--- config.mk ---
export PLATFORM = sky130hd
export DESIGN_NAME = nn_input_feeder
export DESIGN_NICKNAME = d
export VERILOG_FILES = /design/src/rtl/nn_input_feeder.sv
export SDC_FILE = /design/constraint.sdc
export NUM_CORES = 1
export LEC_CHECK = 0
export ABC_AREA = 1
export BUFFER_PORTS_ARGS = -buffer_cell sky130_fd_sc_hd__buf_2
export CAP_MARGIN = 15
export CORE_AREA = 2 2 200 104
export DETAILED_ROUTE_END_ITERATION = 12
export DIE_AREA = 0 0 202 106
export GPL_TIMING_DRIVEN = 0
export PLACE_DENSITY = 0.86
export SYNTH_ARGS = -nofsm -noshare
export SYNTH_HDL_FRONTEND = slang
export SYNTH_SLANG_ARGS = --single-unit
--- constraint.sdc ---
create_clock -name clk -period 6.3 [get_ports clk]
set_input_delay 1.26 -clock clk [delete_from_list [all_inputs] [get_ports clk]]
set_output_delay 1.26 -clock clk [all_outputs]
set_load 0.02 [all_outputs]
--- src/rtl/nn_input_feeder.sv ---
// Input-vector buffer feeding the 2x2 nn array with a one-cycle column skew and start pulse.
// Optional build macro FEEDER_REPLAY_EN: keep the batch after a stream so later go pulses replay it.
//
// state  | meaning
// IDLE   | accept host writes, wait for go/clear
// STREAM | issue one stored entry per cycle on column 1
// DRAIN  | column 2 emits the last entry, then done and back to IDLE
module nn_input_feeder #(
  parameter int DATA_WIDTH = 16,
  parameter int DEPTH      = 8,
  localparam int ADDR_WIDTH = $clog2(DEPTH)
) (
  input  logic                  clk,
  input  logic                  rst,
  input  logic                  wr_valid,
  output logic                  wr_ready,
  input  logic [DATA_WIDTH-1:0] wr_data_1,
  input  logic [DATA_WIDTH-1:0] wr_data_2,
  input  logic                  go,
  input  logic                  clear,
  output logic                  feed_start,
  output logic [DATA_WIDTH-1:0] feed_data_1,
  output logic                  feed_valid_1,
  output logic [DATA_WIDTH-1:0] feed_data_2,
  output logic                  feed_valid_2,
  output logic                  busy,
  output logic                  done,
  output logic [ADDR_WIDTH:0]   count
);

  typedef enum logic [1:0] {
    IDLE   = 2'd0,
    STREAM = 2'd1,
    DRAIN  = 2'd2
  } state_t;

  localparam logic [ADDR_WIDTH:0] DEPTH_C = (ADDR_WIDTH + 1)'(DEPTH);
  localparam logic [ADDR_WIDTH:0] ONE_C   = (ADDR_WIDTH + 1)'(1);

  state_t                  state, state_nxt;
  logic [ADDR_WIDTH:0]     rd_ptr, rd_ptr_nxt;
  logic [ADDR_WIDTH:0]     count_nxt;
  logic [ADDR_WIDTH-1:0]   rd_idx;
  logic                    issue;
  logic                    start_nxt;
  logic                    done_nxt;
  logic                    wr_fire;
  logic [DATA_WIDTH-1:0]   col2_stage;

  logic [DATA_WIDTH-1:0]   mem_1 [DEPTH];
  logic [DATA_WIDTH-1:0]   mem_2 [DEPTH];

  assign wr_ready = (state == IDLE) & (count < DEPTH_C) & ~go & ~clear;
  assign wr_fire  = wr_valid & wr_ready;
  assign busy     = (state != IDLE);
  // The first entry is issued on the same edge that leaves IDLE, so read index 0 there.
  assign rd_idx   = (state == IDLE) ? '0 : rd_ptr[ADDR_WIDTH-1:0];

  always_comb begin
    state_nxt  = state;
    rd_ptr_nxt = rd_ptr;
    count_nxt  = count;
    issue      = 1'b0;
    start_nxt  = 1'b0;
    done_nxt   = 1'b0;
    case (state)
      IDLE: begin
        if (go) begin
          if (count != '0) begin
            issue      = 1'b1;
            start_nxt  = 1'b1;
            rd_ptr_nxt = ONE_C;
            state_nxt  = STREAM;
          end else begin
            done_nxt = 1'b1;
          end
        end else if (clear) begin
          count_nxt = '0;
        end else if (wr_fire) begin
          count_nxt = count + ONE_C;
        end
      end
      STREAM: begin
        if (rd_ptr < count) begin
          issue      = 1'b1;
          rd_ptr_nxt = rd_ptr + ONE_C;
        end else begin
          state_nxt = DRAIN;
        end
      end
      DRAIN: begin
        state_nxt = IDLE;
        done_nxt  = 1'b1;
`ifndef FEEDER_REPLAY_EN
        count_nxt = '0;
`endif
      end
      default: state_nxt = IDLE;
    endcase
  end

  always_ff @(posedge clk or negedge rst) begin
    if (!rst) begin
      state  <= IDLE;
      rd_ptr <= '0;
      count  <= '0;
    end else begin
      state  <= state_nxt;
      rd_ptr <= rd_ptr_nxt;
      count  <= count_nxt;
    end
  end

  // Buffer contents are don't-care after reset, so no reset on the storage.
  always_ff @(posedge clk) begin
    if (wr_fire) begin
      mem_1[count[ADDR_WIDTH-1:0]] <= wr_data_1;
      mem_2[count[ADDR_WIDTH-1:0]] <= wr_data_2;
    end
  end

  always_ff @(posedge clk or negedge rst) begin
    if (!rst) begin
      feed_start   <= 1'b0;
      feed_valid_1 <= 1'b0;
      feed_data_1  <= '0;
      col2_stage   <= '0;
      feed_valid_2 <= 1'b0;
      feed_data_2  <= '0;
      done         <= 1'b0;
    end else begin
      feed_start   <= start_nxt;
      feed_valid_1 <= issue;
      feed_data_1  <= issue ? mem_1[rd_idx] : '0;
      col2_stage   <= issue ? mem_2[rd_idx] : '0;
      feed_valid_2 <= feed_valid_1;
      feed_data_2  <= feed_valid_1 ? col2_stage : '0;
      done         <= done_nxt;
    end
  end

endmodule

; Word level (Yosys, flattened, before mapping)
; Memory sizes are Yosys's and may differ from the RTL's.
; Cells that the tools add are included.
[classes]
n_addsub = 2
order_cmp = 2
eq_ne = 8
muxes = 26
n_bitwise = 6
reduce_logical = 8
[ops]
columns = op, count
row1 = 16-bit 2-to-1 mux, 3
row2 = 4-bit 2-to-1 mux, 6
row3 = 4-bit one-hot mux with 2 select lines, 2
row4 = 4-bit by 1-bit adder with 4-bit output (second input constant), 2
row5 = 1-bit 2-to-1 mux, 8
row6 = 2-bit inequality test (second input constant), 4
row7 = 2-bit 2-to-1 mux, 3
row8 = 3-bit AND reduction, 2
row9 = 2-bit nonzero test, 3
row10 = 1-bit bitwise AND, 4
row11 = 4-bit < comparator, 1
row12 = 4-bit < comparator (second input constant), 1
row13 = 1-bit one-hot mux with 2 select lines, 2
row14 = 2-bit one-hot mux with 2 select lines, 1
row15 = 4-bit AND reduction, 1
row16 = 4-bit nonzero test, 1
row17 = 3-bit 2-to-1 mux, 1
row18 = 3-bit inequality test (second input constant), 1
row19 = 2-bit by 1-bit == test with 1-bit output (second input constant), 1
row20 = 2-bit == test (second input constant), 1
row21 = 2-bit logical NOT, 1
row22 = 2-bit by 1-bit inequality test with 1-bit output (second input constant), 1
row23 = 1-bit NOT, 2
[totals]
regBits = 62
ram_bits = 256
in_bits = 37
out_inout_bits = 42
n_memories = 2
[memory_table]
columns = memory, depth, width, read_ports, rd_clocked_by_memory_dff, write_ports, line_no
row1 = mem_1, 8, 16, 1, 0, 1, 50  ; logic [DATA_WIDTH-1:0] mem_1 [DEPTH];
row2 = mem_2, 8, 16, 1, 0, 1, 51  ; logic [DATA_WIDTH-1:0] mem_2 [DEPTH];

; Depth between registers and ports, before layout
[logic_depth]
ltp_word = 9
ltp_mapped = 11
depth_no_buf = 9

; Least setup slack after synthesis
; Ideal clock, no wire load.
[synth_path]
path_kind = input to register
start = input port go
end = memory mem_1[0][0] (enable)
arrival_time_ps = 3978
slack_ps = 1861
stages = 7
n_path_buf = 0
cell_sequence = inv_1 > nand2_1 > nor2_1 > nand3_1 > inv_1 > nand2_1 > nor3_1
[synth_via]
elab_chain_cells = 6
[synth_lines]
columns = item, line_no
row1 = start: declaration, 19  ; input logic go,
row2 = 1-bit NOT, 53  ; assign wr_ready = (state == IDLE) & (count < DEPTH_C) & ~go & ~clear;
row3 = 1-bit bitwise AND (2 in a row), 53
row4 = 1-bit bitwise AND, 54  ; assign wr_fire = wr_valid & wr_ready;
row5 = 1-bit 2-to-1 mux, 116  ; if (wr_fire) begin
row6 = 1-bit 2-to-1 mux (implied by the code), 117  ; mem_1[count[ADDR_WIDTH-1:0]] <= wr_data_1;
row7 = end: declaration, 50
; No other way between the ends.

; Final worst setup path
[layout_path]
start = input port go
end = output port wr_ready
[layout_via]
elab_chain_cells = 3
[layout_lines]
columns = item, line_no
row1 = 1-bit NOT, 53
row2 = 1-bit bitwise AND (2 in a row), 53
row3 = end: declaration, 16  ; output logic wr_ready,
; No other way between the ends.

==> metrics.md <==
| Metric | Value |
|---|---|
| CP Class | primary input to primary output |
| Fraction of layout cells with a size suffix above 1 | 14.6% |
| Final Critical Period | 3.07 ns |
| Final hold viol count | 0 |
| Pre-Repair DR Iteration Count | 6 |
| Core area | 19900 sq um |
| CP delay by family, top | buffers and inverters |
| Post-Syn Area | 12600 sq um |
| Most common cell after layout, fill and taps aside | nand2_1 |
| Sequential area share after synthesis | about three quarters |
| CTS Hold Buffers Added | 0 |
| Starting DRT DRC Count | 1208 |
| Static Leak | 0.00635 uW |
| Final nets | 1265 |
| Inserted Clock Buffers | 27 |
| Post-CTS resize count | 0 |
| Hold WC Path Type | flop to flop |
| Via count | 8696 |
| Synth warn | 0 |
| Die area | 21400 sq um |
| Slew headroom | 42.4% |
| Slew of the pin with the lowest slew margin | about 0.86 ns |
| FP Rows | 37 |
| R2R Setup Slk | 3.60 ns |
| Synth unique cells | 22 |
| Root buffer cell | clkbuf_16 |
| Chip Height | 106 um |
| CTS H-Tree Depth | 1 |
| Synthesized flop and latch total | 318 |
| First-pass GRT wire length | between 40000 and 50000 um |
| GR Overflow Total | 0 |
| Unrepaired setup endpoints after global routing | false |
| Setup tns final | 0 ns |
| CP max stage cell | buf_2 |
| Final Slew Violations | 0 |
| Final routed DRC violation total | 0 |
| Worst clock skew | 0.00959 ns |
| Reg2Reg Depth | 9 |
| Maximum vdd ir drop | 0.250 mV |
| Syn Nets | roughly 1100 |
| Tcrit/Tclk final | 48.8% |
| Placer Congestion | 0.805 |
| Die Width | 202 um |
| Post-Route WL | 29600 um |
| DPL Wire Length | 19300 um |
| Critical path startpoint | go |
| Area grow syn2layout | 15.3% |
| Mean Syn Cell Area | 11.4 sq um |
| Min Hold Slack | 0.400 ns |
| Final setup viols | 0 |
| Largest fanout on the critical path | 4 |
| CTS Sinks | 318 |
| Vias per Instance | 5.73 |
| CTS tree | built |
| Clock Pin Slew Worst Setup and Hold Paths | about 0.070 ns |
| F_max | 326 MHz |
| Largest stage delay on the critical path | approximately 0.19 ns |
| Worst r2r src | state[0] |
| Worst setup SP type | primary input |
| Worst Path Arrival | 1.81 ns |
| Most frequent cells in the layout | 396 x nand2_1, 256 x edfxtp_1, 136 x nand3_1 |
| Pwr/cell area | 389 nW/um^2 |
| Initial antenna violation count | 1 |
| CP dominant cell by count | buf_2 |
| Worst-skew pair later-pin latency | 0.55 ns |
| Worst Path Buf+Inv | 3 |
| Synthesized instance count | 1101 |
| MaxCap Viol Count | 0 |
| ANT nets after route | 0 |
| Setup repair bufs after CTS | 0 |
| End of the critical path | wr_ready |
| Worst setup EP type | primary output |
| FF+latch area | 9240 sq um |
| Status | finished, final reports clean |
| Number of cells on the critical path | 5 |
| WL/cell | 19.5 um |
| Gr usage total | 28.6% |
| Filler cells | ~1300 |
| IO Pins | 79 |
| Port Buffers | 78 |
| CP required | approximately 5 ns |
| Area occupied by multi-input gates | 2870 sq um |
| Initial Utilization | 63.2% |
| Clock buffer depth | 3 |
| Worst R2R End | mem_2[1][2] |
| Vias in the first global route | approximately 8500 |
| CP Cell Sequence | buf_2 > inv_1 > nand2_1 > nor3_1 > buf_2 |
| Largest net degree at the start of global routing | 63 |
-- metal layers --
layer,track usage [%],vias to the layer above,wire [um]
met5,0,-,0
met4,7.98,0,629
met3,5.33,70,3740
met2,43.5,624,13100
met1,43.2,4088,12100
li1,-,3914,-
-- area by class of cell --
type	count	share of cell area, %
sequential	318	63.8
inverter	61	1.58
tap	273	2.36
clock buffer	36	5.11
buffer	56	1.88
antenna	1	0.0173
timing repair buffer	92	4.18
clock inverter	14	1.22
multi-input combinational	666	19.8
-- Yosys cell counts --
cell | instances | area [sq um]
xnor2_1 | 1 | 8.76
buf_2 | 29 | 145
inv_2 | 2 | 7.51
nand2_1 | 396 | 1490
edfxtp_1 | 256 | 7690
ha_1 | 6 | 75.1
xor2_1 | 2 | 17.5
buf_1 | 4 | 15.0
nor3_1 | 5 | 25.0
nand3_1 | 136 | 681
nor2_1 | 76 | 285
nand2_4 | 1 | 11.3
o21ai_0 | 4 | 20.0
a21oi_1 | 34 | 170
clkbuf_1 | 19 | 71.3
dfrtp_1 | 62 | 1550
nor3b_2 | 1 | 12.5
buf_6 | 3 | 33.8
o22ai_1 | 1 | 6.26
buf_4 | 1 | 7.51
nand2_2 | 3 | 18.8
inv_1 | 59 | 221
-- power by group --
group          switching, uW  total [uW]  internal, uW  leakage, uW
logic                   1040        1430           395      0.00276
clock network            739        1730           991     0.000445
registers               58.9        2470          2410      0.00315
-- logic make-up after synthesis --
logic type	after synthesis	synth area share, %
AND/OR/NAND/NOR	618	20.1
flip-flops	318	73.6
buffers and inverters	117	4.00
AO/OA/AOI/OAI	39	1.56
adder cells (fa/ha/maj)	6	0.598
XOR/XNOR	3	0.209
-- registers in the layout, summed over array words and instances, names as in the netlist --
| name | cells |
|---|---|
| done | 1 |
| mem_1 | 128 |
| feed_data_1 | 16 |
| state | 2 |
| feed_data_2 | 16 |
| rd_ptr | 4 |
| mem_2 | 128 |
| col2_stage | 16 |
| feed_start | 1 |
| feed_valid_1 | 1 |
| count | 4 |
| feed_valid_2 | 1 |
-- through the flow --
step	utilization [%]	worst slack, ns	total power (uW)	std cells	cell area, sq um
finish	72.9	3.23	5630	1517	14500
global route	72.9	3.16	5880	1517	14500
CTS	72.9	3.22	5620	1516	14500
detailed placement	68.3	2.94	3900	1466	13600
global placement	66.9	0.00684	3820	1452	13300
floorplan	-	1.86	3400	1101	12600
-- how the worst min path moves through the flow --
stage	from	endpoint	slack, ns	cells after the start
6_report	feed_valid_1	feed_valid_2	0.40	0
5_1_grt	feed_valid_1	feed_valid_2	0.41	0
4_1_cts	feed_valid_1	feed_valid_2	0.40	0
3_5_place_dp	feed_valid_1	feed_valid_2	0.38	0
3_3_place_gp	feed_valid_1	feed_valid_2	0.38	0
2_1_floorplan	col2_stage[0]	feed_data_2[0]	0.41	2
Note: power is estimated with default switching activity, not from simulation.
